==> src/rtl/ring_reduce_countdown_pkg.sv <==
// Shared definitions for the ring_reduce_countdown block: FSM state
// encoding, reduction-operator codes and a width helper.
package ring_reduce_countdown_pkg;

    // Top-level FSM states (also driven out on state_o)
    localparam logic [1:0] S_FILL   = 2'd0;
    localparam logic [1:0] S_REDUCE = 2'd1;
    localparam logic [1:0] S_COUNT  = 2'd2;

    // Reduction operators selected by the mode input
    localparam logic [1:0] MODE_AND = 2'd0;
    localparam logic [1:0] MODE_OR  = 2'd1;
    localparam logic [1:0] MODE_XOR = 2'd2;
    localparam logic [1:0] MODE_MAX = 2'd3;

    // Bits needed to index 'value' distinct codes; never less than 1 so
    // that degenerate parameters still give a legal vector width.
    function automatic int clog2(input int value);
        int r;
        r = 0;
        for (int i = 0; i < 31; i++) begin
            if ((1 << i) < value) r = i + 1;
        end
        if (r == 0) r = 1;
        return r;
    endfunction

endpackage

==> src/rtl/ring_reduce_countdown_key_conditioner.sv <==
// key_conditioner: turns a raw key level into a single-cycle pulse.
// An optional debouncer (DEB_CYCLES > 0) only accepts a new level after it
// has differed from the accepted level for DEB_CYCLES consecutive clocks.
// Ports:
//   clk, rst_n : clock, asynchronous active-low reset
//   key        : raw key level
//   pulse      : one-cycle pulse per accepted rising edge
module key_conditioner
    import ring_reduce_countdown_pkg::*;
#(
    parameter int DEB_CYCLES = 0
) (
    input  logic clk,
    input  logic rst_n,
    input  logic key,
    output logic pulse
);

    logic level;
    logic level_q;

    generate
        if (DEB_CYCLES == 0) begin : g_no_debounce
            assign level = key;
        end else begin : g_debounce
            localparam int CNT_W = clog2(DEB_CYCLES);
            localparam logic [CNT_W-1:0] CNT_LAST = CNT_W'(DEB_CYCLES - 1);

            logic [CNT_W-1:0] cnt_q;
            logic             stable_q;

            // Any return to the accepted level restarts the stability count.
            always_ff @(posedge clk or negedge rst_n) begin
                if (!rst_n) begin
                    cnt_q    <= '0;
                    stable_q <= 1'b0;
                end else if (key != stable_q) begin
                    if (cnt_q == CNT_LAST) begin
                        cnt_q    <= '0;
                        stable_q <= key;
                    end else begin
                        cnt_q <= cnt_q + 1'b1;
                    end
                end else begin
                    cnt_q <= '0;
                end
            end

            assign level = stable_q;
        end
    endgenerate

    // NOTE: sequential state uses non-blocking assignments so every register
    // samples pre-edge values regardless of statement order.
    always_ff @(posedge clk or negedge rst_n) begin
        if (!rst_n) begin
            level_q <= 1'b0;
            pulse   <= 1'b0;
        end else begin
            level_q <= level;
            pulse   <= level & ~level_q;
        end
    end

endmodule

==> src/rtl/ring_reduce_countdown.sv <==
// ring_reduce_countdown: DEPTH-slot ring filled from switches via key
// pulses, reduced to one word by a selectable operator, then counted down
// to zero with one step every NUM+1 clocks before returning to fill.
// Ports:
//   clk, rst_n : clock, asynchronous active-low reset
//   data_in    : word written on a load pulse
//   inc        : raw advance/confirm key
//   ld         : raw load/abort key (optionally debounced)
//   mode       : reduction operator (AND, OR, XOR, unsigned MAX)
//   data_out   : buf[wr_ptr] in FILL, accumulator otherwise
//   state_o    : current FSM state
//   full       : every slot holds a loaded value
//   done       : one-cycle pulse when the countdown finishes
module ring_reduce_countdown
    import ring_reduce_countdown_pkg::*;
#(
    parameter int WIDTH      = 4,
    parameter int DEPTH      = 3,
    parameter int NUM        = 8,
    parameter int DEB_CYCLES = 0
) (
    input  logic             clk,
    input  logic             rst_n,
    input  logic [WIDTH-1:0] data_in,
    input  logic             inc,
    input  logic             ld,
    input  logic [1:0]       mode,
    output logic [WIDTH-1:0] data_out,
    output logic [1:0]       state_o,
    output logic             full,
    output logic             done
);

    localparam int PTR_W   = clog2(DEPTH);
    localparam int TIMER_W = clog2(NUM + 1);
    localparam logic [PTR_W-1:0]   LAST_SLOT = PTR_W'(DEPTH - 1);
    localparam logic [TIMER_W-1:0] TICK_LAST = TIMER_W'(NUM);
    localparam logic [WIDTH-1:0]   ACC_ONE   = WIDTH'(1);

    logic [WIDTH-1:0]   buf_q [DEPTH];
    logic [DEPTH-1:0]   valid_q;
    logic [PTR_W-1:0]   wr_ptr_q;
    logic [WIDTH-1:0]   acc_q;
    logic [TIMER_W-1:0] timer_q;
    logic [1:0]         state_q;
    logic               done_q;

    logic               inc_p;
    logic               ld_p;
    logic [PTR_W-1:0]   next_ptr;
    logic [WIDTH-1:0]   reduced;
    logic               clear_ring;

    key_conditioner #(.DEB_CYCLES(0)) u_inc_key (
        .clk   (clk),
        .rst_n (rst_n),
        .key   (inc),
        .pulse (inc_p)
    );

    key_conditioner #(.DEB_CYCLES(DEB_CYCLES)) u_ld_key (
        .clk   (clk),
        .rst_n (rst_n),
        .key   (ld),
        .pulse (ld_p)
    );

    assign next_ptr = (wr_ptr_q == LAST_SLOT) ? '0 : wr_ptr_q + 1'b1;
    assign full     = &valid_q;
    assign done     = done_q;
    assign state_o  = state_q;
    assign data_out = (state_q == S_FILL) ? buf_q[wr_ptr_q] : acc_q;

    // NOTE: every variable assigned in always_comb gets a default first so
    // no path can leave it unassigned and infer a latch.
    always_comb begin
        reduced = buf_q[0];
        for (int i = 1; i < DEPTH; i++) begin
            case (mode)
                MODE_AND: reduced = reduced & buf_q[i];
                MODE_OR:  reduced = reduced | buf_q[i];
                MODE_XOR: reduced = reduced ^ buf_q[i];
                default:  if (buf_q[i] > reduced) reduced = buf_q[i];
            endcase
        end
    end

    // Every exit back to FILL (zero result, countdown end, abort) empties
    // the ring so the next fill starts from slot 0.
    always_comb begin
        clear_ring = 1'b0;
        case (state_q)
            S_REDUCE: clear_ring = inc_p && (acc_q == '0);
            S_COUNT:  clear_ring = ld_p || ((timer_q == TICK_LAST) && (acc_q == ACC_ONE));
            default:  clear_ring = 1'b0;
        endcase
    end

    // NOTE: the ring storage is reset explicitly because a reset must make
    // the displayed slot value 0, not whatever was loaded before.
    always_ff @(posedge clk or negedge rst_n) begin
        if (!rst_n) begin
            for (int i = 0; i < DEPTH; i++) buf_q[i] <= '0;
            valid_q  <= '0;
            wr_ptr_q <= '0;
        end else if (clear_ring) begin
            for (int i = 0; i < DEPTH; i++) buf_q[i] <= '0;
            valid_q  <= '0;
            wr_ptr_q <= '0;
        end else if (state_q == S_FILL && !full) begin
            // A load wins over a coincident advance; both move one slot.
            if (ld_p) begin
                buf_q[wr_ptr_q]   <= data_in;
                valid_q[wr_ptr_q] <= 1'b1;
                wr_ptr_q          <= next_ptr;
            end else if (inc_p) begin
                wr_ptr_q <= next_ptr;
            end
        end
    end

    always_ff @(posedge clk or negedge rst_n) begin
        if (!rst_n) begin
            acc_q   <= '0;
            timer_q <= '0;
            state_q <= S_FILL;
            done_q  <= 1'b0;
        end else begin
            done_q <= 1'b0;
            case (state_q)
                S_FILL: begin
                    if (full) state_q <= S_REDUCE;
                end
                S_REDUCE: begin
                    if (inc_p) begin
                        if (acc_q == '0) begin
                            state_q <= S_FILL;
                        end else begin
                            timer_q <= '0;
                            state_q <= S_COUNT;
                        end
                    end else begin
                        acc_q <= reduced;
                    end
                end
                S_COUNT: begin
                    if (ld_p) begin
                        state_q <= S_FILL;
                    end else if (timer_q == TICK_LAST) begin
                        timer_q <= '0;
                        acc_q   <= acc_q - 1'b1;
                        // Leaving at 1 means the decrement never wraps.
                        if (acc_q == ACC_ONE) begin
                            done_q  <= 1'b1;
                            state_q <= S_FILL;
                        end
                    end else begin
                        timer_q <= timer_q + 1'b1;
                    end
                end
                default: state_q <= S_FILL;
            endcase
        end
    end

endmodule
==> config.mk <==
export PLATFORM = sky130hd
export DESIGN_NAME = ring_reduce_countdown
export DESIGN_NICKNAME = d
export VERILOG_FILES = /design/src/rtl/ring_reduce_countdown_pkg.sv /design/src/rtl/ring_reduce_countdown_key_conditioner.sv /design/src/rtl/ring_reduce_countdown.sv
export SDC_FILE = /design/constraint.sdc
export NUM_CORES = 1
export LEC_CHECK = 0
export BUFFER_PORTS_ARGS = -buffer_cell sky130_fd_sc_hd__buf_2
export CAP_MARGIN = 20
export CORE_MARGIN = 2
export CORE_UTILIZATION = 50
export CTS_BUF_LIST = sky130_fd_sc_hd__clkbuf_8
export CTS_CLUSTER_SIZE = 25
export DETAILED_ROUTE_END_ITERATION = 8
export GPL_ROUTABILITY_DRIVEN = 0
export PLACE_DENSITY = 0.77
export SLEW_MARGIN = 20
export SYNTH_ARGS = -nofsm -noshare
export SYNTH_HDL_FRONTEND = slang
export SYNTH_HIERARCHICAL = 1
export SYNTH_SLANG_ARGS = --single-unit
export TNS_END_PERCENT = 5
==> constraint.sdc <==
create_clock -name clk -period 3.6 [get_ports clk]
set_clock_uncertainty 0.05 [all_clocks]
set_input_delay 0.72 -clock clk [delete_from_list [all_inputs] [get_ports clk]]
set_output_delay 0.72 -clock clk [all_outputs]
set_load 0.05 [all_outputs]
==> parameters.txt <==
Parameter                              Value

Status
  Status ... completed

CTS
  TritonCTS clock tree ... done
  Root Buffer ... clkbuf_8
  Maximum number of buffers from clock root to sink ... 2
  Number of buffers created by CTS ... 5
  Clk_lat worst skew ... 300 ps
  Post-CTS Hold Fix Bufs ... 0
  Number of clock sinks seen by CTS ... 32
  Count of H-tree levels built during CTS ... 2
  Reg clk slew, reported paths ... 80 ps

Finish
  Count of fill cells added during filler insertion ... 424
  Proportion of layout cells with a drive suffix above 1 ... 0.230
  Area growth from synthesis to layout ... 18.1%
  Final net count ... 369
  Commonest non-fill, non-tap cells in the layout ... 33 x nor2_1, 32 x dfrtp_1, 25 x nand2_1, 24 x ha_1, 23 x inv_1
  Area used by sequential logic in the layout ... 801 sq um
  Area occupied by multi-input gates ... 1730 sq um
  Most frequent standard cell in the layout excluding fill and tap cells ... nor2_1
  Final antenna diode count ... 0
  Share of the core filled with cells in the final layout ... 0.601

Timing
  Number of pins exceeding their max-slew limit in the final report ... 0
  Final hold violations ... 0
  Maximum frequency from static timing analysis ... 287 MHz
  Relative slew margins ... 0.518
  Setup TNS ... 0 ps
  Crit path time final ... 3490 ps
  Transition at the pin with the smallest max-transition slack ... 724 ps
  Endpoints failing setup ... 0
  Share of the clock period used by the worst path ... 0.969

Worst setup path
  Register-to-Register Setup Slack ... 110 ps
  Critical path fanouts, max ... 6
  Startpoint types ... flop
  Category of the worst setup path capture point ... flop
  Endpoint arrival time on the critical path ... 3660 ps
  WP data required ... 3770 ps
  Crit Path Category ... reg2reg

Job
  Max-capacitance violation count ... 0

Floorplanning
  Total Die Area ... 5720 sq um
  Die height ... 75.6 um
  Floorplan core area ... 5040 sq um
  Die width ... 75.6 um
  Starting density of the core ... 0.509
  Num ports ... 18
  Floorplan row count ... 26

Synthesis
  Post-synth ARST share ... 1.00
  Largest family of logic cells by synthesized area ... compound AO/OA/AOI/OAI gates
  Sequential fraction of the synthesis area ... 0.312
  Net Count, Synth ... 339
  Biggest area consumer among synthesized cells ... dfrtp_1
  Count of unique library cells instantiated by Yosys ... 46
  Compound-cell area share of the yosys netlist ... 0.211
  Synth Warn # ... 6
  Xor/xnor cell area share of the yosys netlist ... 0
  Share of Yosys cell area claimed by the top area cell type ... 0.312
  Top post-synthesis cells by area ... dfrtp_1 31%, ha_1 15%, mux2i_1 7.8%
  Adder and majority gate portion of the synthesized area ... 0.146
  EDFF count, synth ... 0
  Primary flip-flop cell chosen by synthesis mapping ... dfrtp_1
  Cell Area, Synth ... 2570 sq um
  Count of mapped cells out of synthesis ... 299
  Number of flip-flops and latches in the synthesized netlist ... 32
  Area fraction in and, or, nand and nor cells after synthesis ... 0.185
  Synthesized area per cell ... 8.58 sq um
  Multiplexer share of the synthesized area ... 0.0868

GRT
  Layer carrying the most global-route usage ... met2
  Number of global-route vias before repair ... 2,170
  Initial antenna violation count ... 0
  First-pass GRT wire length ... 9990 um
  Largest net degree at the start of global routing ... 33
  Global routing met2 resource utilization ... 0.385
  Met3 track demand over resource ... 0.0463
  Gr ovfl total ... 0
  Met1 global-route usage ... 0.296
  GRT Util Overall ... 0.232

Route
  Initial DRC count ... 164
  Avg Vias per Cell ... 5.69
  Count of vias placed by the detailed router ... 2,274
  Routed len/inst ... 15.8 um
  DRT Pass-1 Iters ... 4
  Post-route antenna net violation count ... 0
  Post-Route WL ... 6330 um
  Remaining routing DRC violations ... 0

Placement
  Hpwl dp ... 4540 um
  Count of port buffers added during placement ... 17

Min path
  Hold crit path type ... reg2reg
per-layer routing:
metal	share of wire	routed length (um)
met1	0.43	2720
met5	0	0
met4	0.026	163
met3	0.046	291
met2	0.50	3150
synth_stat cells, types with 2 or more instances:
master / instances
nor2b_4: 2
o22a_1: 2
nor3_1: 5
and2_1: 2
o32ai_1: 2
o21ba_2: 2
nand2b_1: 7
ha_1: 30
nand3_1: 6
o221ai_1: 2
nand2_1: 26
o21ai_1: 3
nor2_1: 34
nor4_1: 2
nand4_1: 5
dfrtp_1: 32
o21ai_0: 20
a21oi_1: 20
mux2i_1: 20
a41oi_1: 2
nor2b_1: 5
o211ai_1: 4
o31ai_1: 2
clkbuf_1: 8
buf_1: 2
o21a_1: 4
a21oi_2: 3
inv_1: 29
sequential cells by signal, indices dropped and copies added (netlist names):
signal             count
timer_q                4
buf_q                 12
done                   1
wr_ptr_q               2
acc_q                  4
u_ld_key/level_q       1
valid_q                3
state_o                2
u_inc_key/level_q      1
u_inc_key/pulse        1
u_ld_key/pulse         1
metrics by stage:
step | instance area, sq um | cells | worst slack [ps] | hold slack, ps
after floorplan | 2570 | 299 | 182 | 374
final | 3030 | 400 | 111 | 395
after CTS | 2910 | 398 | 0.278 | 398
after global placement | 2810 | 390 | -35.7 | 380
after detailed placement | 2810 | 390 | -120 | 384
after global routing | 3030 | 400 | -94.7 | 404
cell families after synthesis:
family / count (synthesis)
adders and majority gates: 30
muxes: 21
and+or+nand+nor: 98
DFF: 32
buffers and inverters: 40
AOI/OAI and AO/OA: 78
path summary, 6_finish.rpt:
| kind | startpoint | endpoint | depth (start not counted) |
|---|---|---|---|
| max | buf_q[8]$_DFFE_PN0P_ | acc_q[1]$_DFFE_PN0P_ | 16 |
| max in group asynchronous | rst_n | buf_q[4]$_DFFE_PN0P_ | 1 |
| min reg2reg | u_inc_key/level_q$_DFF_PN0_ | u_inc_key/pulse$_DFF_PN0_ | 1 |
| min | u_inc_key/level_q$_DFF_PN0_ | u_inc_key/pulse$_DFF_PN0_ | 1 |
| max reg2reg | buf_q[8]$_DFFE_PN0P_ | acc_q[1]$_DFFE_PN0P_ | 16 |
| min in group asynchronous | rst_n | timer_q[1]$_DFFE_PN0P_ | 1 |
worst max-delay path, stage by stage (launching register included):
cell       delay (ps)
dfrtp_1           380
buf_4             150
ha_1              180
o21ba_2           210
o21a_2            240
o21ai_0           250
o21ai_1           100
mux4_2            510
inv_1             140
ha_4              230
inv_2              70
o2111ai_4         150
a21oi_2           200
a2bb2oi_2         120
o32ai_2           170
nand2b_1          110
a41oi_2           170
final cells by class:
cell class | count | area share
multi-input cells | 227 | 0.570
inverters | 29 | 0.0359
repair buffers | 34 | 0.0702
clock inverters | 3 | 0.00784
well taps | 70 | 0.0289
clock buffers | 5 | 0.0227
flip-flops and latches | 32 | 0.264
repair_timing:
action / CTS / global route
setup endpoints to repair: 4 / 4
resized for setup: 2 / 20
pin swaps: 0 / 2
buffers inserted: 0 / 2
Power is not shown: default switching activity piles up to over one toggle a cycle in this logic, so the estimate is an artifact.
